**config.mk**
```make
export PLATFORM = sky130hd
export DESIGN_NAME = fetch_ctrl
export DESIGN_NICKNAME = d
export VERILOG_FILES = /design/src/rtl/fetch_ctrl.sv
export SDC_FILE = /design/constraint.sdc
export NUM_CORES = 1
export LEC_CHECK = 0
export BUFFER_PORTS_ARGS = -buffer_cell sky130_fd_sc_hd__buf_2
export CORE_ASPECT_RATIO = 2
export CORE_MARGIN = 2
export CORE_UTILIZATION = 47
export DETAILED_ROUTE_END_ITERATION = 8
export PLACE_DENSITY = 0.78
export SLEW_MARGIN = 20
export SYNTH_ARGS = -nofsm -noshare
export SYNTH_HDL_FRONTEND = slang
export SYNTH_SLANG_ARGS = --single-unit
```
**constraint.sdc**
```tcl
create_clock -name CLK -period 1.8 [get_ports CLK]
set_input_delay 0.18 -clock CLK [delete_from_list [all_inputs] [get_ports CLK]]
set_output_delay 0.18 -clock CLK [all_outputs]
set_load 0.02 [all_outputs]
```
**src/rtl/fetch_ctrl.sv**
```systemverilog
// PC and run control: IDLE -> RUN -> DONE, relative branches, saturating retire count.
// Optional BR_COUNT_EN adds a saturating taken-branch counter on BrTaken.
module fetch_ctrl #(
    parameter int unsigned           PC_W      = 8,
    parameter int unsigned           OFF_W     = 6,
    parameter int unsigned           CNT_W     = 16,
    parameter logic [PC_W-1:0]       HALT_ADDR = {PC_W{1'b1}}
) (
    input  logic             CLK,
    input  logic             Reset_n,
    input  logic             Start,
    input  logic [PC_W-1:0]  Start_Addr,
    input  logic             Stall,
    input  logic             Branch,
    input  logic             Zero,
    input  logic [OFF_W-1:0] Offset,
    output logic [PC_W-1:0]  PC,
    output logic             Running,
    output logic             Done,
`ifdef BR_COUNT_EN
    output logic [CNT_W-1:0] BrTaken,
`endif
    output logic [CNT_W-1:0] InstrCount
);

    typedef enum logic [1:0] {
        IDLE = 2'd0,
        RUN  = 2'd1,
        DONE = 2'd2
    } state_t;

    state_t             state_q, state_d;
    logic [PC_W-1:0]    pc_q, pc_d;
    logic [CNT_W-1:0]   cnt_q, cnt_d;
    logic [PC_W-1:0]    off_sext;
    logic               taken;
    logic               step;

    assign off_sext = {{(PC_W-OFF_W){Offset[OFF_W-1]}}, Offset};
    assign taken    = Branch & Zero;
    // An executing slot: running, not stalled, and not sitting on the halt address.
    assign step     = (state_q == RUN) && !Stall && (pc_q != HALT_ADDR);

    always_comb begin
        state_d = state_q;
        pc_d    = pc_q;
        cnt_d   = cnt_q;
        if (Start) begin
            state_d = RUN;
            pc_d    = Start_Addr;
            cnt_d   = '0;
        end else if (state_q == RUN && !Stall) begin
            if (pc_q == HALT_ADDR) begin
                state_d = DONE;
            end else begin
                pc_d  = taken ? pc_q + off_sext : pc_q + PC_W'(1);
                cnt_d = (&cnt_q) ? cnt_q : cnt_q + CNT_W'(1);
            end
        end
    end

    always_ff @(posedge CLK or negedge Reset_n) begin
        if (!Reset_n) begin
            state_q <= IDLE;
            pc_q    <= '0;
            cnt_q   <= '0;
        end else begin
            state_q <= state_d;
            pc_q    <= pc_d;
            cnt_q   <= cnt_d;
        end
    end

`ifdef BR_COUNT_EN
    logic [CNT_W-1:0] br_q, br_d;

    always_comb begin
        br_d = br_q;
        if (Start) begin
            br_d = '0;
        end else if (step && taken && !(&br_q)) begin
            br_d = br_q + CNT_W'(1);
        end
    end

    always_ff @(posedge CLK or negedge Reset_n) begin
        if (!Reset_n) begin
            br_q <= '0;
        end else begin
            br_q <= br_d;
        end
    end

    assign BrTaken = br_q;
`else
    logic unused_step;
    assign unused_step = step;
`endif

    assign PC         = pc_q;
    assign InstrCount = cnt_q;
    assign Running    = (state_q == RUN);
    assign Done       = (state_q == DONE);

endmodule

```
==> results.md <==
Worst setup path:
- The worst setup path is launched from a flop.
- STA puts the critical path data arrival time at ~2100 ps.
- Traced cell by cell, the critical path runs through ha_4 > inv_1 > fa_1 > nor2b_2 > o31a_1 > o211a_1 > o2111a_1 > a221oi_2.
- The worst path required time is 1980 ps.
- Counting both buffers and inverters, the worst setup path holds a total of 1.
- The setup check on the worst reg-to-reg path leaves a slack of -150 ps.
- In this design, the stage delay of the slowest critical-path cell is 440 ps.
- Among all stages on the critical path, the largest delay is contributed by dfrtp_2.
- The critical path class is reg2reg.
- The highest net fanout along the worst path is 3.
- The cell family contributing the most delay on the critical path is compound AO/OA/AOI/OAI gates.
- The type of element capturing the critical path is a flop.

STA:
- The portion of the clock cycle consumed by the worst path in the final layout is 1.08.
- The worst slew margin relative to its limit is 0.598.
- The final hold slack is 103 ps.
- Based on the critical path, the design can be clocked at up to 0.512 GHz.
- Setup slack on the critical path of the routed design comes to -152 ps.
- The number of hold violations in the final report is 0.
- The max-slew violation count is 0.
- Setup repair after global routing could not meet its margin everywhere.
- The final clock skew is 9.87 ps.
- The shortest period the worst path allows is between 1500 and 2000 ps.
- The transition at the pin with the smallest max-transition slack is 603 ps.
- The number of setup violations in the final report is 2.
- In the final timing run, aggregate negative setup slack is -242 ps.

Final layout:
- The area growth from synthesis to final layout is 38.2%.
- After routing the design area is 2380 um2.
- Of the cells placed in the final design, the portion with a size suffix greater than 1 is 0.406.
- 0 antenna diodes ended up in the layout.
- The net count of the finished layout is 284.
- The leading cell type in the layout, fill and taps excluded is buf_2.
- Leaving out fill and tap cells, the most frequent cells in the layout are buf_2, buf_4, dfrtp_1.
- The number of inserted filler cells in the final layout is 309.
- The count of non-filler cells in the finished layout is 305.
- The end-of-flow core utilization is 0.668.

Clock network:
- The clock passes through at most 2 buffers.
- TritonCTS built the clock tree.
- The clock latency at the later pin of the worst-skew pair is between 200 and 300 ps.
- The CTS H-tree depth is 1.
- The number of clock buffers added by TritonCTS is 3.
- Counting every sink on the clock net gives 26.
- The clock transition at the registers of the reported paths is 100 ps.
- The root buffer cell chosen for the clock tree is clkbuf_8.

Floorplanning:
- During I/O placement, the number of pins put on the boundary was 46.
- The die covers 4200 um2.
- The count of standard-cell rows is 31.
- The overall die height is 89.7 um.
- The total area inside the core boundary comes to 3570 um2.
- For this configuration, the core starts out at a cell density of 0.483.
- The width of the chip is 46.8 um.

Yosys:
- The number of nets in the synthesized netlist is approximately 210.
- The post-synthesis sequential element count is 26.
- Counting every instance in the synthesized netlist gives between 150 and 200.
- The mean post-synth cell area is 9.37 um2.
- The yosys synthesis warning count is 0.
- Yosys mapped a number of flops with a built-in enable equal to 0.
- The sequential-to-total area share from yosys stat is 0.377.
- In the synthesized netlist the async set-or-reset flop fraction comes to 1.00.
- The number of different library cells in the post-synthesis netlist is 46.
- The summed instance area of the synthesized netlist is 1720 um2.
- The most used flip-flop cell after synthesis is dfrtp_1.

Global routing:
- Entering global routing, the biggest net connects 27 pins.
- For this run, the total global-route usage over all layers was measured as 0.240.
- After global routing the overflow that remains totals 0.
- The number of antenna violations at the first check in global routing came to 0.
- The first global-routing pass estimated about 7300 um of wire.
- The via count of the first global-routing pass came to 1684.

Drt:
- The final layout contains routed wiring with a total length of 4760 um.
- For this block, the via count after detailed routing is around 1700.
- After detailed routing, the number of vias per cell comes to between 5 and 6.
- The first detailed-routing pass ran for 4 iterations.
- The wire length per cell is 15.6 um.
- The detail route stage leaves a number of antenna-violating nets equal to 0.
- For this run, design rule violations remaining after detail routing come to 0.
- The first routing iteration left 17 violations.

Run status:
- The final reports fail on negative setup slack.
- The flow ran to the end, but the final reports show violations.

Pwr:
- The worst-case IR drop observed on VDD is 0.589 mV.
- The design draws around 1.4 mW.
- The leakage power figure is ~1.2 nW.
- Power spread over the standard cell area amounts to 598 nW/um2.

Place:
- OpenSTA, run right after detailed placement, puts the worst setup slack at -260 ps.
- The placed wire-length estimate after detailed placement is 3680 um.
- Port buffering added 45 buffers.
- After detailed placement, the design holds a cell count of 298.
- The placed instances occupy a cell area of 2210 um2.
- At the end of routability-driven placement, the weighted congestion stood at around 0.84.

Worst hold path:
- The tightest min-delay check is of the in2reg type.

Job:
- Max-cap violations in this run came to 0.
-- area by class of cell --
cell class,count,area (um2),share of cell area
Clock buffer,4,45.0,0.0189
Inverter,8,30.0,0.0126
Multi-Input combinational cell,142,1120,0.468
Sequential cell,26,654,0.275
Tap cell,49,61.3,0.0257
Timing Repair Buffer,76,475,0.200
-- cell usage after synthesis, drive strengths merged, types with 3 or more instances --
cell type   n  area share
xor2        8       0.041
xnor2       3       0.015
a21oi      10       0.029
o21ai      18       0.054
nand4       4       0.018
or3         4       0.015
nor2       18       0.039
nand2       9       0.020
clkbuf      3      0.0065
nor2b       3       0.011
and3        7       0.025
o2111ai     4       0.020
ha          6       0.044
buf         5       0.022
o21a        6       0.026
dfrtp      26        0.38
a21o        4       0.017
inv         8       0.017
nand3       9       0.026
-- logic make-up after synthesis --
group,count (synthesis),synth area share
adders and majority gates,7,0.0552
xor gates and xnor gates,11,0.0559
and+or+nand+nor,68,0.239
AOI/OAI and AO/OA,54,0.215
buffers and inverters,16,0.0457
muxes,2,0.0116
DFF,26,0.377
-- registers in the layout (all words and copies together) (netlist names) --
name and cells:
PC 8, state_q 2, InstrCount 16
-- path summary, 6_finish.rpt --
check,from,endpoint,depth (start not counted)
max in group asynchronous,Reset_n,PC[0],2
worst max register to register,PC[0],PC[6],8
min in group asynchronous,Reset_n,InstrCount[12],2
worst max-delay path,PC[0],PC[6],8
worst min-delay path,Start_Addr[1],PC[1],3
worst min register to register,state_q[0],state_q[0],1
-- report_power, final --
group	switching, mW	leakage [nW]	internal, mW
sequential	0.0315	0.337	0.612
combinational	0.229	0.793	0.202
clock	0.190	0.0228	0.159
total	0.451	1.15	0.973
-- worst min-delay path: stages --
cell and delay, ps:
buf_2 70, nand2_1 40, o21ai_0 60
-- layer usage --
| layer | vias to the layer above | share of wire | track usage |
|---|---|---|---|
| li1 | 819 | - | - |
| met3 | 21 | 0.028 | 0.0260 |
| met4 | 0 | 0.051 | 0.162 |
| met5 | - | 0 | 0 |
| met2 | 53 | 0.57 | 0.438 |
| met1 | 819 | 0.35 | 0.233 |
-- what timing repair did --
action / 4_1_cts / 5_1_grt
resized for setup: 7 / 18
pin swaps: 4 / 17
setup endpoints to repair: 5 / 18
setup buffers: 1 / 2
hold endpoints to repair: 26 / 0
hold buffers: 1 / 0
No activity file was read; power rests on OpenSTA's default activity.
